$ cat config.mk
export PLATFORM = sky130hd
export DESIGN_NAME = stream_mux_rr
export DESIGN_NICKNAME = d
export VERILOG_FILES = /design/src/rtl/stream_mux_rr.sv
export SDC_FILE = /design/constraint.sdc
export NUM_CORES = 1
export LEC_CHECK = 0
export CORE_UTILIZATION = 31
export CTS_BUF_LIST = sky130_fd_sc_hd__clkbuf_8
export CTS_CLUSTER_SIZE = 30
export DETAILED_ROUTE_END_ITERATION = 7
export PLACE_DENSITY = 0.7
export SETUP_SLACK_MARGIN = 0.05
export SYNTH_ARGS = -nofsm -noshare
export SYNTH_HDL_FRONTEND = slang
export SYNTH_SLANG_ARGS = --single-unit
$ cat constraint.sdc
create_clock -name clk -period 2.1 [get_ports clk]
set_input_delay 0.315 -clock clk [delete_from_list [all_inputs] [get_ports clk]]
set_output_delay 0.315 -clock clk [all_outputs]
set_load 0.02 [all_outputs]
$ cat src/rtl/stream_mux_rr.sv
// -----------------------------------------------------------------------------
// stream_mux_rr
//   CH-input, N-bit stream multiplexer with valid/ready handshakes on every
//   channel and a single registered output stage. The channel is chosen either
//   by a fixed select (MODE=0) or by round-robin arbitration (MODE=1).
//
// Parameters
//   N     data width per channel (bits)
//   CH    number of input channels (>= 2)
//   MODE  0 = fixed select via sel, 1 = round-robin (sel ignored)
//   SW    derived select/index width, $clog2(CH)
//
// Ports
//   clk        in   1      clock, rising edge
//   rst        in   1      synchronous reset, active-high
//   in_data    in   CH*N   channel k at bits [k*N +: N]
//   in_valid   in   CH     per-channel valid
//   in_ready   out  CH     per-channel ready (combinational, one-hot or zero)
//   sel        in   SW     channel select, used only when MODE=0
//   out_data   out  N      registered output data
//   out_valid  out  1      registered output valid
//   out_ready  in   1      consumer ready
//   out_ch     out  SW     index of the channel that sourced out_data
//   in_last    in   CH     (STREAM_MUX_LAST_LOCK_EN only) end-of-packet flag
//   out_last   out  1      (STREAM_MUX_LAST_LOCK_EN only) registered last flag
//
// Configuration
//   STREAM_MUX_LAST_LOCK_EN  when defined, a beat with in_last=0 locks the
//   grant to its channel until that channel's in_last=1 beat transfers, so a
//   packet is never interleaved with another channel's beats.
// -----------------------------------------------------------------------------
module stream_mux_rr #(
   parameter  int N    = 8,
   parameter  int CH   = 4,
   parameter  int MODE = 1,
   localparam int SW   = (CH > 1) ? $clog2(CH) : 1
) (
   input  logic              clk,
   input  logic              rst,
   input  logic [CH*N-1:0]   in_data,
   input  logic [CH-1:0]     in_valid,
   output logic [CH-1:0]     in_ready,
   input  logic [SW-1:0]     sel,
   output logic [N-1:0]      out_data,
   output logic              out_valid,
   input  logic              out_ready,
`ifdef STREAM_MUX_LAST_LOCK_EN
   output logic [SW-1:0]     out_ch,
   input  logic [CH-1:0]     in_last,
   output logic              out_last
`else
   output logic [SW-1:0]     out_ch
`endif
);

   localparam int unsigned CHU = CH;

   logic              load;        // output register can accept a beat this cycle
   logic [SW-1:0]     ptr;         // last granted channel (round-robin origin)
   logic              lock;        // grant pinned to lock_ch until end of packet
   logic [SW-1:0]     lock_ch;
   logic              rr_found;
   logic [SW-1:0]     rr_grant;
   logic              grant_ok;    // some channel holds the grant
   logic [SW-1:0]     grant;
   logic              grant_valid;
   logic [N-1:0]      grant_data;
   logic              xfer;        // beat moves from channel 'grant' to the output
   int unsigned       idx;
`ifdef STREAM_MUX_LAST_LOCK_EN
   logic              grant_last;
`endif

   // An empty output register, or one being drained this cycle, can be reloaded.
   assign load = !out_valid | out_ready;

   // Round-robin search: first valid channel strictly after ptr, wrapping.
   // Searching ptr+1 .. ptr+CH means the last-served channel has lowest priority.
   always_comb begin
      rr_found = 1'b0;
      rr_grant = '0;
      idx      = 0;
      for (int unsigned i = 1; i <= CHU; i++) begin
         idx = (32'(ptr) + i) % CHU;
         if (!rr_found && in_valid[idx[SW-1:0]]) begin
            rr_found = 1'b1;
            rr_grant = idx[SW-1:0];
         end
      end
   end

   // Grant source: an active packet lock overrides both select modes.
   always_comb begin
      grant    = '0;
      grant_ok = 1'b0;
      if (lock) begin
         grant    = lock_ch;
         grant_ok = 1'b1;
      end else if (MODE == 0) begin
         grant    = sel;
         grant_ok = (32'(sel) < CHU);
      end else begin
         grant    = rr_grant;
         grant_ok = rr_found;
      end
   end

   // Decode the grant into the ready vector and the selected channel's payload.
   always_comb begin
      in_ready    = '0;
      grant_valid = 1'b0;
      grant_data  = '0;
`ifdef STREAM_MUX_LAST_LOCK_EN
      grant_last  = 1'b0;
`endif
      for (int unsigned k = 0; k < CHU; k++) begin
         if (grant_ok && (grant == SW'(k))) begin
            in_ready[k] = load & !rst;
            grant_valid = in_valid[k];
            grant_data  = in_data[k*N +: N];
`ifdef STREAM_MUX_LAST_LOCK_EN
            grant_last  = in_last[k];
`endif
         end
      end
   end

   assign xfer = load & grant_valid & !rst;

   // Output register and round-robin pointer.
   always_ff @(posedge clk) begin
      if (rst) begin
         out_valid <= 1'b0;
         out_data  <= '0;
         out_ch    <= '0;
         ptr       <= SW'(CH - 1);
      end else if (xfer) begin
         out_valid <= 1'b1;
         out_data  <= grant_data;
         out_ch    <= grant;
         ptr       <= grant;
      end else if (out_ready) begin
         out_valid <= 1'b0;
      end
   end

`ifdef STREAM_MUX_LAST_LOCK_EN
   // Every transfer re-evaluates the lock: a non-last beat pins (or keeps) the
   // grant on its channel, the last beat releases it.
   always_ff @(posedge clk) begin
      if (rst) begin
         lock     <= 1'b0;
         lock_ch  <= '0;
         out_last <= 1'b0;
      end else if (xfer) begin
         lock     <= !grant_last;
         lock_ch  <= grant;
         out_last <= grant_last;
      end
   end
`else
   assign lock    = 1'b0;
   assign lock_ch = '0;
`endif

endmodule
# == Word-level counts from Yosys, hierarchy flattened ==
# Cells that the tools add are included.
# classes
add_sub_neg,4
magnitude_cmp,4
eq_ne,3
mux,30
bitwise_logic,4
reduce_logical,14
# op_table
operator,n
$mux 8,4
$mux 1,18
$lt 2x3->1 const B,4
$bmux 1 s2,4
$mux 2,4
$logic_and 1x1->1,7
$logic_not 1->1,5
$add 2x1->2 const B,2
$add 2x2->2 const B,2
$eq 2x2->1 const B,2
$and 1x1->1,3
$eq 2x1->1 const B,1
$logic_not 2->1,1
$reduce_bool 2->1,1
$or 1x1->1,1
# totals
register_bits,13
in_bits,41
out_inout_bits,15
word_cells,63

# == Longest topological paths before layout ==
# depth
depth_word,22
mapped_depth,6
depth_no_buf,4

# == Worst setup path before layout ==
# Ideal clock, no wire load.
# synth_timing
path_kind,input -> output
from,input in_valid[1]
to,output in_ready[0]
arrival_time_ns,1.418
required_ns,1.785
path_slack_ns,0.367
path_stages,6
path_buffers,2
path_cell_list,buf_2 a21boi_0 o221a_2 buf_6 and2_1 nor2b_1
# synth_between
elab_chain_cells,15
word_cells_on_any_way,25
cone_classes,mux: 17; reduce/logical: 8
# synth_lines
item,line_no,rtl
start: declaration,41,"input logic [CH-1:0] in_valid,"
$bmux 1 s2,85,if (!rr_found && in_valid[idx[SW-1:0]]) begin
$mux 1 (implied by the code),85,
$mux 1,85,
$logic_not 1->1,85,
$logic_and 1x1->1,85,
$mux 1,85,
$logic_not 1->1,85,
$logic_and 1x1->1,85,
$mux 1,85,
$logic_not 1->1,85,
$logic_and 1x1->1,85,
$mux 2,85,
$logic_not 2->1,117,if (grant_ok && (grant == SW'(k))) begin
$logic_and 1x1->1 *,117,
$mux 1 *,117,
end: declaration,42,"output logic [CH-1:0] in_ready,"
# Mark *: on every way between the ends. The rest lies on a longest branch, timed or not. The select of a mux whose other input is x is not followed.

# == Worst setup path after layout ==
# layout_timing
from,input in_valid[3]
to,output in_ready[2]
# layout_between
elab_chain_cells,15
word_cells_on_any_way,25
cone_classes,eq/ne: 1; mux: 17; reduce/logical: 7
# layout_lines
item,line_no
$bmux 1 s2,85
$mux 1 (implied by the code),85
$mux 1,85
$logic_not 1->1,85
$logic_and 1x1->1,85
$mux 1,85
$logic_not 1->1,85
$logic_and 1x1->1,85
$mux 1,85
$logic_not 1->1,85
$logic_and 1x1->1,85
$mux 2,85
$eq 2x2->1,117
$logic_and 1x1->1 *,117
$mux 1 *,117
# Marked as above.

==> results by group <==
Layout
  – P&R area growth vs syn: 80.00%
  – Antenna Cells: 0
  – Share of layout cells above drive strength 1: 0.1751
  – Final net count: 219

Pwr
  – PwrDens: 551.2 nW/um^2
  – VDD IR max: 0.0003294 V
  – Pleak: 0.0006632 uW

GRT
  – Global-route wire length before repair: 4.595 mm
  – Vias in the first global route: 1062
  – Initial antenna violation count: 0
  – Largest net degree at the start of global routing: 11
  – Total Routing Usage GR: 0.2204
  – Gr ovfl total: 0

Floorplanning
  – Initial Utilization: 0.3392
  – DIE WIDTH: 54.77 um
  – Total core area: 2545 um^2
  – Rows: 18
  – DIE AREA: 3000 um^2
  – Io pins: 56
  – Die Y: 54.77 um

Timing
  – Fmax: 0.5183 GHz
  – Setup violators final: 0
  – Hold_ws: 0.4587 ns
  – Clk_skew: 0.0006145 ns
  – Max transition margin: 0.6014
  – Min cycle time layout: 1.929 ns
  – Post-route setup TNS: 0 ns
  – Slew @ Worst Pin: 0.5947 ns
  – Slew Viols, Final: 0
  – Unrepaired setup endpoints after global routing: false
  – Final count of hold timing violations: 0
  – Final cycle utilization of the critical path: 0.9187

Logic synthesis
  – Syn avg cell area: 7.848 um^2
  – Netlist cell types: 35
  – Post-synth top area share: 0.3014
  – Async SR Flop Fraction: 0
  – Cell with the most instances after synthesis: dfxtp_1
  – Post-synth EDFFs: 0
  – Commonest cells post-synth: dfxtp_1 (13), inv_1 (12), nand2_1 (10), o21ai_0 (10)
  – Flops & latches, synth: 13
  – Area leader, netlist: dfxtp_1
  – Main synth FF type: dfxtp_1
  – Largest cells by area after synthesis: dfxtp_1 (30%), a221oi_1 (8.1%), o221ai_1 (8.1%)
  – Synth warn: 0
  – Sequential area share after synthesis: 0.3014
  – Mapped Area: 863.3 um^2
  – Syn Inst Count: 110
  – Post-Synthesis Net Count: 151

Route
  – DRC violations left: 0
  – Routed Antenna Nets: 0
  – Drt total wl: 3.010 mm
  – Via count: 1100
  – 1st-pass router iterations: 4
  – DR WL/cell: 14.54 um
  – Via density: 5.314
  – Starting DRC count in detailed routing: 19

Setup path
  – Critical path's largest stage delay: 0.33 ns
  – Max stage delay cell, worst path: dlygate4sd1_1
  – Critical Path, Cell by Cell: dlygate4sd2_1, buf_4, a21oi_1, o211ai_1, nor3_1, dlygate4sd1_1
  – Crit Path Category: input port to output pin
  – Peak fanout along the critical path: 9
  – Crit path DAT: 1.61 ns
  – Crit-path leading delay family: buffers and inverters
  – Worst EP required: 1.78 ns
  – Critical path buffers and inverters: 3
  – Critical Path Start Type: input port
  – CP endpoint kind: output pin

Clock tree
  – Clock latency at the later pin of the worst-skew pair: 0.25 ns
  – TritonCTS Buffers: 3
  – H-Tree Depth: 1
  – Max Buffers Root-to-Sink: 2
  – TritonCTS Sinks: 13
  – CTS tree: yes
  – Number of buffers added for setup after CTS: 0
  – Cts hold-fix bufs: 0
  – CTS clk-pin slew, worst paths: 0.06 ns
  – Post-CTS sizing: 14
  – CTS Root Cell: clkbuf_8

Place
  – Gpl congestion: 0.8466
  – Buffers on Ports: 53
  – HPWL after DPL: 2.328 mm

Status
  – Status: completed

Run
  – Maxcap violations: 0

Min path
  – Worst hold path class: register to register
-- metal layers --
layer / GRT usage / part of all wire
met1: 0.2751 / 0.43
met2: 0.3373 / 0.50
met3: 0.04167 / 0.048
met4: 0.1496 / 0.024
met5: 0 / 0
-- placed cells by master, fill, tap and decap left out, drive strengths merged, types with 2 or more instances in the layout --
master / instances
nor2: 4
nand2: 10
inv: 13
clkdlybuf4s50: 45
o221ai: 8
dfxtp: 13
o21ai: 10
dlygate4sd2: 3
nor2b: 2
and2: 2
nand2b: 3
a21oi: 7
buf: 19
o22ai: 2
a221oi: 8
clkbuf: 5
nor3: 3
o211ai: 2
-- worst min-delay path, delay by kind of cell, from the launching register on --
family / cells / cell delay [ns]
AO/OA/AOI/OAI: 1 / 0.05
flip-flops: 1 / 0.32
AND/OR/NAND/NOR: 1 / 0.05
-- sequential cells by signal (all words and copies together), names as in the netlist --
register and count:
out_ch 2, out_data 8, out_valid 1, ptr 2
-- report_power, final --
part | internal [uW] | total (uW) | leakage [uW] | switching, uW
combinational | 187 | 334 | 0.000528 | 147
sequential | 274 | 292 | 0.000108 | 18.2
clock | 130 | 230 | 0.0000269 | 100
-- metrics by stage --
| stage | area [um^2] | util | power, uW | worst slack (ns) | cells |
|---|---|---|---|---|---|
| detailed placement | 1515 | 0.5954 | 633.7 | -0.3600 | 203 |
| finish | 1554 | 0.6106 | 856.6 | 0.1706 | 207 |
| global route | 1554 | 0.6106 | 901.9 | 0.05408 | 207 |
| global placement | 1515 | 0.5954 | 627.2 | -0.3155 | 203 |
| floorplan | 863.3 | - | 454.5 | 0.3667 | 110 |
| CTS | 1562 | 0.6136 | 860.2 | 0.07195 | 207 |
-- final cells by class --
class / count / area, um^2
repair buffers: 71 / 648.1
inverters: 12 / 45.04
well taps: 30 / 37.54
flip-flops and latches: 13 / 260.3
clock buffers: 3 / 41.29
fillers: 233 / 991.0
multi-input cells: 77 / 518.0
clock inverters: 1 / 3.754
-- cell families after synthesis --
kind of cell	Yosys count	share of synthesized area
AOI/OAI and AO/OA	46	0.4000
muxes	1	0.01159
buffers and inverters	20	0.1116
and+or+nand+nor	30	0.1754
DFF	13	0.3014
-- path summary, 6_finish.rpt --
path	from	cells past startpoint	slack, ns	to
setup / recovery	in_valid[3]	6	0.17	in_ready[2]
hold / removal	out_data[1]	2	0.46	out_data[1]
setup reg to reg	ptr[1]	6	0.32	out_data[7]
hold reg to reg	out_data[1]	2	0.46	out_data[1]
(Power assumes the default switching activity.)
